`src/rtl/ndemux12_buf.sv`:
```
// Registered 1-to-2 demultiplexer with a one-entry valid/ready holding register per channel.
// Optional per-channel delivered-word counters are compiled in with NDEMUX12_BUF_STATS_EN.
module ndemux12_buf #(
    parameter int unsigned N = 32
) (
    input  logic         clk,
    input  logic         rst_n,
    input  logic [N-1:0] a,
    input  logic         s,
    input  logic         a_valid,
    output logic         a_ready,
    output logic [N-1:0] z0,
    output logic         z0_valid,
    input  logic         z0_ready,
    output logic [N-1:0] z1,
    output logic         z1_valid,
    input  logic         z1_ready
`ifdef NDEMUX12_BUF_STATS_EN
    ,
    output logic [15:0]  cnt0,
    output logic [15:0]  cnt1
`endif
);

    typedef enum logic {
        EMPTY = 1'b0,
        FULL  = 1'b1
    } chan_state_t;

    chan_state_t  state [2];
    logic [N-1:0] data  [2];
    logic [1:0]   pop;
    logic [1:0]   push;

    assign pop[0] = (state[0] == FULL) & z0_ready;
    assign pop[1] = (state[1] == FULL) & z1_ready;

    // A full channel can still accept when it drains in the same cycle.
    always_comb begin
        a_ready = 1'b0;
        push    = '0;
        if (s) begin
            a_ready = (state[1] == EMPTY) | pop[1];
        end else begin
            a_ready = (state[0] == EMPTY) | pop[0];
        end
        push[0] = a_valid & a_ready & ~s;
        push[1] = a_valid & a_ready & s;
    end

    always_ff @(posedge clk or negedge rst_n) begin
        if (!rst_n) begin
            for (int unsigned k = 0; k < 2; k++) begin
                state[k] <= EMPTY;
                data[k]  <= '0;
            end
        end else begin
            for (int unsigned k = 0; k < 2; k++) begin
                case (state[k])
                    EMPTY: begin
                        if (push[k]) begin
                            state[k] <= FULL;
                            data[k]  <= a;
                        end
                    end
                    FULL: begin
                        if (push[k]) begin
                            data[k] <= a;
                        end else if (pop[k]) begin
                            state[k] <= EMPTY;
                        end
                    end
                    default: state[k] <= EMPTY;
                endcase
            end
        end
    end

    assign z0       = data[0];
    assign z1       = data[1];
    assign z0_valid = (state[0] == FULL);
    assign z1_valid = (state[1] == FULL);

`ifdef NDEMUX12_BUF_STATS_EN
    always_ff @(posedge clk or negedge rst_n) begin
        if (!rst_n) begin
            cnt0 <= '0;
            cnt1 <= '0;
        end else begin
            if (pop[0]) cnt0 <= cnt0 + 16'd1;
            if (pop[1]) cnt1 <= cnt1 + 16'd1;
        end
    end
`endif

endmodule

```
`config.mk`:
```
export PLATFORM = sky130hd
export DESIGN_NAME = ndemux12_buf
export DESIGN_NICKNAME = d
export VERILOG_FILES = /design/src/rtl/ndemux12_buf.sv
export SDC_FILE = /design/constraint.sdc
export NUM_CORES = 1
export LEC_CHECK = 0
export CELL_PAD_IN_SITES_DETAIL_PLACEMENT = 2
export CELL_PAD_IN_SITES_GLOBAL_PLACEMENT = 2
export CORE_UTILIZATION = 26
export CTS_BUF_LIST = sky130_fd_sc_hd__clkbuf_16
export DETAILED_ROUTE_END_ITERATION = 8
export PLACE_DENSITY = 0.79
export SLEW_MARGIN = 0
export SYNTH_ARGS = -nofsm -noshare
export SYNTH_HDL_FRONTEND = slang
export SYNTH_SLANG_ARGS = --single-unit
export TNS_END_PERCENT = 30
```
`constraint.sdc`:
```
create_clock -name clk -period 2.6 [get_ports clk]
set_input_delay 0.39 -clock clk [delete_from_list [all_inputs] [get_ports clk]]
set_output_delay 0.39 -clock clk [all_outputs]
set_load 0.02 [all_outputs]
```
Yosys cells after proc, flatten, opt, wreduce, memory -nomap -nowiden
Cells that the tools add are included.
{"block": "word_totals", "reg_bits": 66, "inputBits": 38, "out_inout_bits": 67, "word_cells": 25}
{"block": "classes", "mux": 11, "bitwise_logic": 10}
{"op": "$mux W32", "n": 2}
{"op": "$mux W1", "n": 7}
{"op": "$and A1 B1 Y1", "n": 5}
{"op": "$pmux W1 S2", "n": 2}
{"op": "$not A1 Y1", "n": 3}
{"op": "$or A1 B1 Y1", "n": 2}

Longest topological paths before layout
{"block": "depth", "depth_word": 7, "ltp_mapped": 5, "ltp_nobuf": 3}

Worst setup path after synthesis
OpenSTA, ideal clock, no wires.
{"block": "synth_path", "kind": "reg-to-reg", "from": "register state, in the netlist z1_valid", "to": "register data, in the netlist z1[10]", "setup_ps": 125, "t_arrival_ps": 1307, "slack_ps": 1168, "path_stages_with_launch": 5, "path_buffers": 1, "cell_sequence": "dfrtp_1 -> and2b_1 -> nor2_4 -> buf_6 -> mux2_2"}
{"block": "synth_via", "elab_chain_cells": 5, "word_cells_on_any_way": 6, "classes_between": "mux: 1; bitwise: 5"}
{"element": "start, declared", "line_no": "30", "text": "chan_state_t state [2];"}
{"element": "start signal, assigned by index", "line_no": "54", "text": "state[k] <= EMPTY;"}
{"element": "start signal, assigned by index", "line_no": "62", "text": "state[k] <= FULL;"}
{"element": "start signal, assigned by index", "line_no": "70", "text": "state[k] <= EMPTY;"}
{"element": "$and A1 B1 Y1 / $not A1 Y1 (equally long branches)"}
{"element": "$or A1 B1 Y1 (*)", "line_no": "43", "text": "a_ready = (state[1] == EMPTY) | pop[1];"}
{"element": "$mux W1 (*)", "line_no": "42", "text": "if (s) begin"}
{"element": "$and A1 B1 Y1 (*) (2 in series)", "line_no": "48", "text": "push[1] = a_valid & a_ready & s;"}
{"element": "end signal, assigned by index", "line_no": "55", "text": "data[k] <= '0;"}
{"element": "end signal, assigned by index", "line_no": "63", "text": "data[k] <= a;"}
{"element": "end signal, assigned by index", "line_no": "68", "text": "data[k] <= a;"}
{"element": "end, declared", "line_no": "31", "text": "logic [N-1:0] data [2];"}
Every way passes the cells marked *; elsewhere a longest branch is shown, timed or not.
A chain may end at the register's enable or synchronous reset.

Worst setup path in the final report
{"block": "layout_path", "from": "input port z1_ready", "to": "output port a_ready"}
{"block": "layout_via", "elab_chain_cells": 3}
{"element": "start, declared", "line_no": "17", "text": "input logic z1_ready"}
{"element": "$and A1 B1 Y1", "line_no": "36", "text": "assign pop[1] = (state[1] == FULL) & z1_ready;"}
{"element": "$or A1 B1 Y1", "line_no": "43"}
{"element": "$mux W1", "line_no": "42"}
{"element": "end, declared", "line_no": "11", "text": "output logic a_ready,"}
Every way passes these cells.

==> impl_metrics.csv <==
group,metric,value,unit
outcome,outcome,"finished clean",
setup_path,crit_slowest_cell,"clkdlybuf4s50_1",
sta,hold_viol_final,0,
pwr,p_total,3.402,mW
sta,max_freq,441.8,MHz
floorplan,coreArea,9864,µm²
setup_path,crit_fanout,3,
sta,min_period,2264,ps
finish,fin_cells,398,
placement,globalplace.congestion,0.6212,
routing,dr.pass1.iters,3,
finish,mostFrequentLayoutCell,"clkdlybuf4s50_1",
setup_path,cp.required,2210,ps
setup_path,worst_setup_path_start_kind,"input pin",
routing,drt_iter0_drc,37,
finish,nets,299,
routing,via_count,1662,
logic_synthesis,synth_nets,185,
global_routing,grt.overflow.total,0,
pwr,ir_drop,0.2804,mV
routing,drc_errors,0,
hold_path,holdCritPathClass,"input pin to asynchronous set/reset pin",
sta,max-slew-margin-rel,62.12,%
logic_synthesis,ys_warn_count,0,
finish,n_antenna_cell,0,
clock_tree,cts_max_level,3,
sta,final_max_slew_viol_count,0,
setup_path,cp_data_arrival_time,1870,ps
setup_path,critPathKind,"input pin to primary output",
global_routing,grt_pass1_vias,1939,
global_routing,grt_max_degree,25,
setup_path,reg2reg_depth,4,
sta,worst_pin_slew,568.2,ps
finish,final_cell_mix,"clkdlybuf4s50_1, dfrtp_1, mux2_2, mux2_4, clkbuf_16",
floorplan,die_area,10690,µm²
sta,min_period_over_period,87.06,%
setup_path,worst_path_most_repeated_cell,"clkdlybuf4s50_1",
clock_tree,clk_pin_slew,60,ps
clock_tree,clk-insertion-delay-late,320,ps
setup_path,worstReg2RegStart,"z1_valid$_DFF_PN0_",
clock_tree,clock_sinks,66,
pwr,power_density,833.1,nW/µm²
logic_synthesis,ys_types,14,
setup_path,rrSetupSlack,1110,ps
logic_synthesis,synth_area_leaders,"dfrtp_1, mux2_4, mux2_2, buf_12, buf_6",
logic_synthesis,syn_area,2673,µm²
global_routing,track_usage,13.27,%
clock_tree,hold_buffers,0,
routing,drtAntennaViolNets,0,
placement,dp_hpwl,4923,µm
clock_tree,cts_buffers,9,
setup_path,path_cells,"clkdlybuf4s50_1 > and2b_1 > a21oi_1 > clkdlybuf4s50_1",
clock_tree,cts_tree,"yes",
sta,finalClockSkew,6.355,ps
pwr,p_leak,1.729,nW
logic_synthesis,syn_avg_cell_area,18.18,µm²
floorplan,ios,105,
placement,port_buffers,104,
clock_tree,post-cts-setup-buffer-count,0,
clock_tree,cts_buffer_depth,2,
logic_synthesis,ys_ff_latch,66,
floorplan,num_rows,36,
setup_path,slowest_delay,630,ps
routing,wl,6669,µm
routing,avgViaCountPerCell,4.176,
floorplan,start_util,27.09,%
logic_synthesis,yosysTopAreaCell,"dfrtp_1",
logic_synthesis,ys_seq_area_share,61.80,%
placement,place_inst,383,
job,maxCapViolCount,0,
floorplan,die_w,103.4,µm
logic_synthesis,netlist_instances,147,
sta,finalSetupTns,0,ps
routing,wl_per_cell,16.76,µm
setup_path,reg2reg_to,"z1[2]$_DFFE_PN0P_",
finish,synthToLayoutAreaGrowth,52.81,%
sta,rsz0062_at_grt,"false",
sta,finalSetupViolations,0,
global_routing,grt_pass1_wl,10430,µm
setup_path,critPathCaptureType,"primary output",
floorplan,dieHeight,103.4,µm
global_routing,antenna_found_initial,0,
clock_tree,root_buffer,"clkbuf_16",
clock_tree,ctsResizeCount,0,
finish,drive_above_1_share,33.21,%
logic_synthesis,synth_top_area_share,61.80,%
## routing by layer
layer	global-route usage [%]	vias up	part of all wire (%)
met2	23.48	57	53
met4	4.875	0	0.61
met3	3.024	5	4.9
li1	-	740	-
met1	15.68	860	41
met5	0	-	0
## flip-flops by register name, indices dropped and copies added (netlist names)
register and count:
z0 32, z0_valid 1, z1 32, z1_valid 1
## through the flow
step | util [%] | hold slack [ps] | worst slack [ps] | instance area [µm²]
floorplan | - | 94.41 | 1168 | 2673
global placement | 38.67 | 398.1 | 331.5 | 3815
detailed placement | 38.67 | 407.4 | 320.1 | 3815
CTS | 41.40 | 59.68 | 305.0 | 4084
global route | 41.40 | 76.75 | 266.8 | 4084
finish | 41.40 | 58.58 | 336.5 | 4084
## logic make-up after synthesis
kind of cell | count (synthesis) | share of synthesized area [%]
buf+inv | 7 | 3.933
simple gates | 9 | 2.903
flops | 66 | 61.80
mux | 64 | 31.18
compound gates | 1 | 0.1871
## area by class of cell
cell class	instances	area, µm²
tap	133	166.4
clock inverter	6	43.79
multi-input combinational	74	915.9
clock buffer	9	225.2
fill	970	5781
sequential	66	1652
timing repair buffer	110	1081
## synth_stat cells
| cell | n |
|---|---|
| nor2b_4 | 1 |
| dfrtp_1 | 66 |
| buf_12 | 3 |
| a21oi_1 | 1 |
| and2b_1 | 1 |
| nor2_4 | 1 |
| buf_6 | 4 |
| nand2_1 | 2 |
| mux2_1 | 2 |
| nand2b_4 | 2 |
| nand2b_1 | 1 |
| mux2_2 | 32 |
| mux2_4 | 30 |
| nor2_1 | 1 |
## worst max-delay path by stage
stage | depth (start not counted) | end | slack [ps] | startpoint
6_report | 4 | a_ready | 340 | z1_ready
5_1_grt | 4 | a_ready | 270 | z1_ready
4_1_cts | 4 | a_ready | 300 | z1_ready
3_5_place_dp | 4 | a_ready | 320 | z1_ready
3_3_place_gp | 4 | a_ready | 330 | z1_ready
2_1_floorplan | 4 | z1[10]$_DFFE_PN0P_ | 1170 | z1_valid$_DFF_PN0_
## worst max-delay path, delay by kind of cell
family	cells	cell delay (ps)
and+or+nand+nor	1	220
AOI/OAI and AO/OA	1	190
buffers and inverters	2	1080
## power by group
part | internal, mW | total, mW | switching [mW]
combinational | 0.562 | 1.00 | 0.440
clock | 0.640 | 1.09 | 0.445
sequential | 1.21 | 1.32 | 0.102
Note: power is estimated with default switching activity, not from simulation.
